### config.mk
export PLATFORM = sky130hd
export DESIGN_NAME = window_builder_flat
export DESIGN_NICKNAME = d
export VERILOG_FILES = /design/src/rtl/cnn_pkg.sv /design/src/rtl/window_builder_if.sv /design/src/rtl/line_buffer.sv /design/src/rtl/window_builder.sv /design/src/flat_wrapper.sv
export SDC_FILE = /design/constraint.sdc
export NUM_CORES = 2
export LEC_CHECK = 0
export BUFFER_PORTS_ARGS = -buffer_cell sky130_fd_sc_hd__buf_2
export CORE_MARGIN = 4
export CORE_UTILIZATION = 51
export CTS_BUF_LIST = sky130_fd_sc_hd__clkbuf_4 sky130_fd_sc_hd__clkbuf_8
export CTS_CLUSTER_DIAMETER = 50
export DETAILED_ROUTE_END_ITERATION = 6
export GPL_TIMING_DRIVEN = 0
export PLACE_DENSITY = 0.79
export SYNTH_ARGS = -nofsm -noshare
export SYNTH_HDL_FRONTEND = slang
export SYNTH_SLANG_ARGS = --single-unit
export TNS_END_PERCENT = 1
### constraint.sdc
create_clock -name clk -period 23.5 [get_ports clk]
set_input_delay 2.35 -clock clk [delete_from_list [all_inputs] [get_ports clk]]
set_output_delay 2.35 -clock clk [all_outputs]
set_load 0.01 [all_outputs]
### src/rtl/cnn_pkg.sv
// Shared CNN datapath types: pixel and packed window formats used by the window builder
// and the downstream window convolver.
package cnn_pkg;

    localparam int WIN_MAX  = 25;
    localparam int FS_SMALL = 3;
    localparam int FS_LARGE = 5;

    typedef logic signed [15:0] pixel_t;
    typedef pixel_t [0:WIN_MAX-1] window_t;
    typedef pixel_t [0:FS_LARGE-1] win_row_t;
    typedef win_row_t [0:FS_LARGE-1] win_grid_t;

    // A 3x3 window is the bottom-right corner of the 5x5 grid (newest rows and columns).
    function automatic window_t pack_window(input win_grid_t grid, input logic fs_large);
        window_t w;
        w = '0;
        if (fs_large) begin
            for (int r = 0; r < FS_LARGE; r++)
                for (int c = 0; c < FS_LARGE; c++)
                    w[r*FS_LARGE + c] = grid[r][c];
        end else begin
            for (int r = 0; r < FS_SMALL; r++)
                for (int c = 0; c < FS_SMALL; c++)
                    w[r*FS_SMALL + c] = grid[r + FS_LARGE - FS_SMALL][c + FS_LARGE - FS_SMALL];
        end
        return w;
    endfunction

endpackage

### src/rtl/window_builder_if.sv
// Frame control, pixel input and window output handshake of the window builder.
// WB_STRIDE2_EN adds the stride select input.
interface window_builder_if;
    import cnn_pkg::*;

    logic        start;
    logic [15:0] imageSize;
    logic [15:0] filterSize;
`ifdef WB_STRIDE2_EN
    logic        stride;
`endif
    logic        in_valid;
    logic        in_ready;
    pixel_t      in_pixel;
    logic        out_valid;
    logic        out_ready;
    window_t     window;
    logic        busy;
    logic        done;

    modport slave (
`ifdef WB_STRIDE2_EN
        input  stride,
`endif
        input  start, imageSize, filterSize, in_valid, in_pixel, out_ready,
        output in_ready, out_valid, window, busy, done
    );

    modport master (
`ifdef WB_STRIDE2_EN
        output stride,
`endif
        output start, imageSize, filterSize, in_valid, in_pixel, out_ready,
        input  in_ready, out_valid, window, busy, done
    );

endinterface

### src/rtl/line_buffer.sv
// Single-port row buffer: combinational read of the addressed entry and a write to the
// same address on the clock edge, so a shift reads the previous row before overwriting it.
module line_buffer #(
    parameter int DEPTH  = 32,
    parameter int DATA_W = 16,
    parameter int AW     = (DEPTH > 1) ? $clog2(DEPTH) : 1
) (
    input  logic              clk,
    input  logic              we,
    input  logic [AW-1:0]     addr,
    input  logic [DATA_W-1:0] wdata,
    output logic [DATA_W-1:0] rdata
);

    logic [DATA_W-1:0] mem_q [DEPTH];

    assign rdata = mem_q[addr];

    always_ff @(posedge clk) begin
        if (we) mem_q[addr] <= wdata;
    end

endmodule

### src/rtl/window_builder.sv
// Raster-order pixel stream to 3x3/5x5 sliding window (valid-only, no padding).
// Build option WB_STRIDE2_EN adds a runtime stride-2 mode selected at frame start.
//
// state   | meaning
// S_IDLE  | waiting for start; no pixels accepted
// S_RUN   | accepting pixels, emitting windows with 1-cycle latency
// S_DRAIN | last pixel taken; waiting for the final window to leave, then done
module window_builder
    import cnn_pkg::*;
#(
    parameter int MAX_WIDTH = 32,
    parameter int DATA_W    = 16
) (
    input logic             clk,
    input logic             rst,
    window_builder_if.slave wb
);

    localparam int AW = (MAX_WIDTH > 1) ? $clog2(MAX_WIDTH) : 1;
    localparam int NLB = FS_LARGE - 1;

    typedef enum logic [1:0] {S_IDLE, S_RUN, S_DRAIN} state_t;

    state_t      state_q, state_d;
    logic [15:0] w_q, w_d;
    logic [15:0] row_q, row_d;
    logic [15:0] col_q, col_d;
    logic        fs_large_q, fs_large_d;
    logic        out_valid_q, out_valid_d;
    window_t     window_q, window_d;
    logic        busy_q, busy_d;
    logic        done_q, done_d;
    win_grid_t   sr_q, sr_d, sr_next;

    pixel_t      lb_wr [NLB];
    pixel_t      lb_rd [NLB];
    logic        in_ready;
    logic        accept;
    logic        emit;
    logic        stride_en;
    logic [15:0] fs_m1;

`ifdef WB_STRIDE2_EN
    logic stride_q, stride_d;

    always_comb begin
        stride_d = stride_q;
        if (state_q == S_IDLE && wb.start) stride_d = wb.stride;
    end

    always_ff @(posedge clk) begin
        if (rst) stride_q <= 1'b0;
        else     stride_q <= stride_d;
    end

    assign stride_en = stride_q;
`else
    assign stride_en = 1'b0;
`endif

    assign in_ready = (state_q == S_RUN) && (!out_valid_q || wb.out_ready);
    assign accept   = wb.in_valid && in_ready;
    assign fs_m1    = fs_large_q ? 16'(FS_LARGE - 1) : 16'(FS_SMALL - 1);

    // fs-1 is even, so the window origin is even exactly when row/col are even.
    assign emit = accept && (row_q >= fs_m1) && (col_q >= fs_m1) &&
                  (!stride_en || (!row_q[0] && !col_q[0]));

    for (genvar k = 0; k < NLB; k++) begin : g_lb
        if (k == 0) begin : g_head
            assign lb_wr[k] = wb.in_pixel;
        end else begin : g_tail
            assign lb_wr[k] = lb_rd[k-1];
        end

        line_buffer #(
            .DEPTH  (MAX_WIDTH),
            .DATA_W (DATA_W),
            .AW     (AW)
        ) u_lb (
            .clk   (clk),
            .we    (accept),
            .addr  (col_q[AW-1:0]),
            .wdata (lb_wr[k]),
            .rdata (lb_rd[k])
        );
    end

    // Grid row 0 is the oldest row (deepest line buffer), row 4 the incoming pixel.
    always_comb begin
        sr_next = sr_q;
        for (int r = 0; r < FS_LARGE; r++)
            for (int c = 0; c < FS_LARGE - 1; c++)
                sr_next[r][c] = sr_q[r][c+1];
        for (int r = 0; r < NLB; r++)
            sr_next[r][FS_LARGE-1] = lb_rd[NLB-1-r];
        sr_next[FS_LARGE-1][FS_LARGE-1] = wb.in_pixel;
    end

    always_comb begin
        state_d     = state_q;
        w_d         = w_q;
        fs_large_d  = fs_large_q;
        row_d       = row_q;
        col_d       = col_q;
        out_valid_d = out_valid_q;
        window_d    = window_q;
        done_d      = 1'b0;
        sr_d        = sr_q;

        case (state_q)
            S_IDLE: begin
                if (wb.start) begin
                    state_d    = S_RUN;
                    w_d        = (wb.imageSize > 16'(MAX_WIDTH)) ? 16'(MAX_WIDTH) : wb.imageSize;
                    fs_large_d = (wb.filterSize != 16'(FS_SMALL));
                    row_d      = '0;
                    col_d      = '0;
                end
            end
            S_RUN: begin
                if (out_valid_q && wb.out_ready) out_valid_d = 1'b0;
                if (accept) begin
                    sr_d = sr_next;
                    if (emit) begin
                        out_valid_d = 1'b1;
                        window_d    = pack_window(sr_next, fs_large_q);
                    end
                    if (col_q == w_q - 16'd1) begin
                        col_d = '0;
                        row_d = row_q + 16'd1;
                        if (row_q == w_q - 16'd1) state_d = S_DRAIN;
                    end else begin
                        col_d = col_q + 16'd1;
                    end
                end
            end
            S_DRAIN: begin
                if (!out_valid_q || wb.out_ready) begin
                    out_valid_d = 1'b0;
                    done_d      = 1'b1;
                    state_d     = S_IDLE;
                end
            end
            default: state_d = S_IDLE;
        endcase

        busy_d = (state_d != S_IDLE);
    end

    always_ff @(posedge clk) begin
        if (rst) begin
            state_q     <= S_IDLE;
            w_q         <= '0;
            fs_large_q  <= 1'b0;
            row_q       <= '0;
            col_q       <= '0;
            out_valid_q <= 1'b0;
            window_q    <= '0;
            busy_q      <= 1'b0;
            done_q      <= 1'b0;
        end else begin
            state_q     <= state_d;
            w_q         <= w_d;
            fs_large_q  <= fs_large_d;
            row_q       <= row_d;
            col_q       <= col_d;
            out_valid_q <= out_valid_d;
            window_q    <= window_d;
            busy_q      <= busy_d;
            done_q      <= done_d;
        end
    end

    // Window shift register is pure datapath; stale columns are never emitted.
    always_ff @(posedge clk) begin
        sr_q <= sr_d;
    end

    assign wb.in_ready  = in_ready;
    assign wb.out_valid = out_valid_q;
    assign wb.window    = window_q;
    assign wb.busy      = busy_q;
    assign wb.done      = done_q;

endmodule

### src/flat_wrapper.sv
// flat-port wrapper written by rule: the top's interface ports become plain ports
module window_builder_flat import cnn_pkg::*;
#(
    parameter int MAX_WIDTH = 32,
    parameter int DATA_W    = 16
)
  (clk, rst, wb_start, wb_imageSize, wb_filterSize, wb_in_valid, wb_in_pixel, wb_out_ready, wb_in_ready, wb_out_valid, wb_window, wb_busy, wb_done);
  window_builder_if wb_i ();
  input logic clk;
  input logic rst;
  input wire logic [$bits(wb_i.start)-1:0] wb_start;
  input wire logic [$bits(wb_i.imageSize)-1:0] wb_imageSize;
  input wire logic [$bits(wb_i.filterSize)-1:0] wb_filterSize;
  input wire logic [$bits(wb_i.in_valid)-1:0] wb_in_valid;
  input wire logic [$bits(wb_i.in_pixel)-1:0] wb_in_pixel;
  input wire logic [$bits(wb_i.out_ready)-1:0] wb_out_ready;
  output wire logic [$bits(wb_i.in_ready)-1:0] wb_in_ready;
  output wire logic [$bits(wb_i.out_valid)-1:0] wb_out_valid;
  output wire logic [$bits(wb_i.window)-1:0] wb_window;
  output wire logic [$bits(wb_i.busy)-1:0] wb_busy;
  output wire logic [$bits(wb_i.done)-1:0] wb_done;
  assign wb_i.start = wb_start;
  assign wb_i.imageSize = wb_imageSize;
  assign wb_i.filterSize = wb_filterSize;
  assign wb_i.in_valid = wb_in_valid;
  assign wb_i.in_pixel = wb_in_pixel;
  assign wb_i.out_ready = wb_out_ready;
  assign wb_in_ready = wb_i.in_ready;
  assign wb_out_valid = wb_i.out_valid;
  assign wb_window = wb_i.window;
  assign wb_busy = wb_i.busy;
  assign wb_done = wb_i.done;
  window_builder #(.MAX_WIDTH(MAX_WIDTH), .DATA_W(DATA_W)) u_core (.clk(clk), .rst(rst), .wb(wb_i));
endmodule
=== After elaboration in Yosys (flattened, before gate mapping) ===
Memories as Yosys holds them, arrays and structs flattened. A register that Yosys moved wholly into a read port is not among the register bits.
Index checks and enable logic that the tools add are counted.

* Memories kept: 4
* Register bits: 774
* Logic and storage cells: 124
* Input port bits: 53
* Memory bits (writable): 2048
* Output and inout port bits: 404

* Eq/ne operators: 9
* Muxes and demuxes: 33
* Add/sub/neg operators: 3
* Bitwise gates (word level): 1
* Magnitude comparators: 3
* Reduce and logical (&&, ||, !) cells: 18

{| class="wikitable"
|+ Memory list
! memory !! words !! width !! rd ports !! clocked after Yosys merged registers in !! wr ports !! line !! RTL
|-
| u_core.g_lb[0].u_lb.mem_q || 32 || 16 || 1 || 1 || 1 || line_buffer.sv:15 || <nowiki>logic [DATA_W-1:0] mem_q [DEPTH];</nowiki>
|-
| u_core.g_lb[1].u_lb.mem_q || 32 || 16 || 1 || 1 || 1 || line_buffer.sv:15 ||
|-
| u_core.g_lb[2].u_lb.mem_q || 32 || 16 || 1 || 1 || 1 || line_buffer.sv:15 ||
|-
| u_core.g_lb[3].u_lb.mem_q || 32 || 16 || 1 || 1 || 1 || line_buffer.sv:15 ||
|}

{| class="wikitable"
|+ Operators with widths
! operator !! number
|-
| $mux 256 || 1
|-
| $mux 144 || 1
|-
| $mux 16 || 6
|-
| $pmux 16 s2 || 2
|-
| $mux 5 || 8
|-
| $add 16x1->16 const B || 2
|-
| $eq 16x16->1 || 2
|-
| $ge 16x16->1 || 2
|-
| $gt 16x6->1 const B || 1
|-
| $ne 16x2->1 const B || 1
|-
| $sub 16x1->16 const B || 1
|-
| $mux 2 || 5
|-
| $mux 1 || 7
|-
| $pmux 2 s3 || 1
|-
| $reduce_and 2->1 || 3
|-
| $reduce_and 3->1 || 2
|-
| $reduce_bool 2->1 || 3
|-
| $logic_and 1x1->1 || 5
|-
| $ne 2x1->1 const B || 2
|-
| $ne 2x2->1 const B || 2
|-
| $reduce_and 4->1 || 1
|-
| $mux 3 || 1
|-
| $eq 2x1->1 const B || 1
|-
| $eq 2x2->1 const B || 1
|-
| 6 further kinds || 6
|}

=== Logic depth before layout (Yosys ltp) ===
* Depth after elaboration: 9
* Mapped depth: 13

=== Modules after synthesis ===
Synthesis repeated with hierarchy kept, for this count alone.

* Cells, all modules: 6827
* Area, all modules: 107356.7 um^2

{| class="wikitable"
|+ Modules (own cells, without submodules)
! module !! times used !! area an instance (um^2) !! sequential area each (um^2) !! cells each
|-
| line_buffer || 4 || 19728.9 || 15374.7 || 1070
|-
| window_builder || 1 || 28441.0 || 18697.9 || 2547
|}

=== Worst setup path after synthesis ===
Ideal clock, no wire load.

* Kind: in2reg
* From: input wb_out_ready
* To: memory u_core.g_lb[0].u_lb.mem_q[28][0] (enable)
* Cell stages on the path: 6
* Setup time: 0.487 ns
* Arrival: 13.395 ns
* Required time: 23.013 ns
* Path slack: 9.618 ns
* Cell sequence: nor2b_1 nor2_1 nand2_1 inv_1 nand2_1 nor2_1

* Word-level cells in the longest chain between the ends: 5

{| class="wikitable"
|+ RTL lines
! what !! line !! RTL
|-
| start: declaration || flat_wrapper.sv:16 || <nowiki>input wire logic [$bits(wb_i.out_ready)-1:0] wb_out_ready;</nowiki>
|-
| $logic_or 1x1->1 || window_builder.sv:61 || <nowiki>assign in_ready = (state_q == S_RUN) && (!out_valid_q || wb.out_ready);</nowiki>
|-
| $logic_and 1x1->1 || window_builder.sv:61 ||
|-
| named net wb_in_ready || flat_wrapper.sv:17 || <nowiki>output wire logic [$bits(wb_i.in_ready)-1:0] wb_in_ready;</nowiki>
|-
| $logic_and 1x1->1 || window_builder.sv:62 || <nowiki>assign accept = wb.in_valid && in_ready;</nowiki>
|-
| $mux 1 || line_buffer.sv:20 || <nowiki>if (we) mem_q[addr] <= wdata;</nowiki>
|-
| $mux 1 (implied by the code) || line_buffer.sv:20 ||
|-
| end: declaration || line_buffer.sv:15 ||
|}

The timed path passes the listed nets, and every way through them passes these cells.

==> flow_summary_export.csv <==
group,metric,value,unit
setup_path,end_kind,"flop",
flow_run,maxCapViolCount,1,
timing,setup_slack,18.08,ns
placed_design,place_ws,17.39,ns
clocking,cts_root_buf,"clkbuf_8",
cells_and_area,syn2layout_area_growth,15.9,%
drt,post_drt_wl_per_cell,34.1,um
setup_path,arrival,6.38,ns
timing,clock_skew,0.124,ns
placed_design,gp_routability_congestion,0.964,
clocking,post_cts_buffers,0,
clocking,cts_buffers,435,
clocking,h-tree-depth,5,
power_and_ir_drop,power.density,82.7,nW/um2
global_routing,grt.total_usage,29.7,%
synth,synthTopCellsByCount,"2368 x edfxtp_1, 630 x mux4_2, 459 x dfxtp_1",
power_and_ir_drop,clockPowerShare,40.3,%
global_routing,overflow,0,
timing,tns,0,ns
synth,yosys_warnings,0,
drt,detail_route.iter0.violations,10400,
global_routing,grt_first_pass_wirelength,452000,um
outcome,failed_checks,"design-rule violations, max-capacitance violations, max-slew violations",
power_and_ir_drop,ir_worst_vdd,0.0000737,V
synth,ys.flop_type,"edfxtp_1",
synth,synth_top_area_share,67.3,%
synth,yosysTopAreaCell,"edfxtp_1",
cells_and_area,layout.nets,6572,
timing,hold_slack,0.436,ns
clocking,cts_tree,"done",
synth,synth_edf_count,2368,
timing,fmax,0.184,GHz
die,die_h,463,um
global_routing,grt_max_degree,136,
setup_path,critical_path_class,"flop to flop",
clocking,clkSinkCount,2827,
power_and_ir_drop,combPwrFrac,5.1,%
min_path,min-delay-path-class,"flop to flop",
placed_design,dp_hpwl,220000,um
drt,via_per_inst,6.51,
drt,vias,62200,
die,fp.dieW,463,um
power_and_ir_drop,p_int,0.00786,W
setup_path,required,24.45,ns
timing,worst_pin_slew,1.50,ns
timing,rsz0062_at_grt,"no",
synth,synthArstFlopShare,0,%
die,start_util,51.5,%
timing,setup_viol,0,
clocking,clkSlewWorstSetupHoldPaths,0.07,ns
clocking,ctsResizeCount,0,
power_and_ir_drop,p_leak,39.1,nW
synth,syn_area,106000,um2
clocking,clockBufferDepth,4,
placed_design,numPortBuffers,455,
timing,finalCritPeriodShare,23.1,%
synth,ys_types,57,
synth,netlist_instances,5511,
power_and_ir_drop,power_switching,0.00227,W
drt,ant_nets,0,
drt,drc,1,
synth,postSynthAreaPerCell,19.2,um2
clocking,ctsHoldBuffers,0,
die,dieArea,215000,um2
timing,min_period,5.42,ns
die,coreArea,205000,um2
synth,syn_nets,5574,
die,std_cell_rows,166,
synth,synth_most_common_cell,"edfxtp_1",
clocking,clock_latency,1.14,ns
global_routing,grt_antenna_before_repair,25,
timing,slew_headroom,-0.0865,%
synth,ys_ff_latch,2827,
setup_path,worst_setup_path_start_kind,"flop",
global_routing,grt_pass1_vias,60600,
die,top_level_ports,457,
power_and_ir_drop,seqPwrFrac,54.6,%
synth,ys_seq_area_share,76.0,%
setup_path,cp_max_fo,35,
synth,synth_top_cells_by_area,"edfxtp_1 67%, mux4_2 13%, dfxtp_1 8.7%",
timing,final-hold-violation-count,0,
drt,drt-pass1-iter-count,7,
timing,slew_viol_final,6,
outcome,status,"finished, violations left",
cells_and_area,drive_above_1_share,29.2,%
drt,wl,326000,um
power_and_ir_drop,p_sw_share,22.4,%
-- final cells by class --
class                   instances  area [um2]
fillers                     13900       82900
repair buffers                561        4500
plain buffers                 359        1370
inverters                      14        60.1
clock inverters               162        1040
diodes                         24        60.1
well taps                    2688        3360
clock buffers                 609        7520
multi-input cells            2311       24300
flip-flops and latches       2827       80300
-- power groups by stage --
| stage | Clock [W] | Combinational (W) | Sequential [W] |
|---|---|---|---|
| 2_1_floorplan | 0 | 0.000291 | 0.00563 |
| 3_3_place_gp | 0 | 0.000478 | 0.00565 |
| 3_5_place_dp | 0 | 0.000505 | 0.00563 |
| 4_1_cts | 0.00409 | 0.000507 | 0.00553 |
| 5_1_grt | 0.00433 | 0.000539 | 0.00553 |
| 6_report | 0.00409 | 0.000519 | 0.00553 |
-- flip-flops by register name (all words and copies together), names as in the netlist, 2 cells and up, named ones only --
signal and cells:
u_core.col_q 16, u_core.g_lb.u_lb.mem_q 2048, u_core.row_q 16, u_core.sr_next 320, u_core.state_q 2, u_core.w_q 16
u_core.wb.window 400
-- final timing paths --
check	startpoint	to	slack, ns	depth (start not counted)
max	flop	u_core.wb.window[92]	18.08	10
min	u_core.sr_next[49]	u_core.sr_next[65]	0.44	0
max reg2reg	flop	u_core.wb.window[92]	18.08	10
min reg2reg	u_core.sr_next[49]	u_core.sr_next[65]	0.44	0
-- cell usage in the layout, fill, tap and decap left out, types with 13 or more instances in the layout --
cell / netlist / routed
mux2_2: 64 / 64
clkbuf_4: 0 / 137
edfxtp_1: 2368 / 2368
buf_12: 0 / 87
xnor2_1: 36 / 36
mux4_2: 630 / 630
dfxtp_1: 459 / 459
diode_2: 0 / 24
a22oi_1: 48 / 48
nand2_1: 259 / 259
buf_1: 70 / 68
buf_2: 12 / 469
mux2i_1: 111 / 111
a211oi_1: 104 / 104
nor3_1: 14 / 14
inv_1: 14 / 13
nor4_1: 20 / 20
clkbuf_1: 277 / 276
xor2_1: 21 / 21
nand4_1: 14 / 14
nor2_1: 302 / 270
clkbuf_8: 0 / 472
clkinv_1: 0 / 90
clkinv_2: 0 / 47
nand3_1: 219 / 219
buf_16: 0 / 16
nor2_4: 0 / 32
a21oi_1: 246 / 246
o21ai_0: 70 / 66
a2bb2oi_1: 39 / 39
-- cells by family after synthesis --
logic type,Yosys count,synth area share [%]
xor+xnor,57,0.472
flops,2827,76.0
compound gates,542,3.17
simple gates,896,3.78
fa+ha+maj,11,0.128
mux,805,15.2
buf+inv,373,1.34
-- stage by stage --
step | std cells | power, W | instance area (um2) | utilization, %
after floorplan | 5511 | 0.00592 | 106000 | -
after global placement | 8654 | 0.00612 | 111000 | 54.2
after detailed placement | 8758 | 0.00614 | 114000 | 55.4
after CTS | 9529 | 0.0101 | 122000 | 59.6
after global routing | 9538 | 0.0104 | 122000 | 59.6
final | 9555 | 0.0101 | 122000 | 59.6
-- worst max-delay path, cell delays in order (launching register included) --
cell and delay, ns:
dfxtp_1 0.32, clkbuf_1 0.75, clkbuf_1 0.79, clkbuf_1 1.06
clkbuf_1 0.58, mux4_2 0.42, mux2i_1 0.20, a21oi_1 0.12
mux2_2 0.62, a22oi_1 0.31, nor2_1 0.06
-- metal layers --
metal	GRT usage (%)	vias to the layer above	share of wire (%)
met5	0	-	0.011
met4	15.9	6	6.5
met3	9.00	1098	14
met2	45.9	5526	46
met1	38.1	31300	33
li1	-	24300	-
Power figures use the tool's default switching activity.
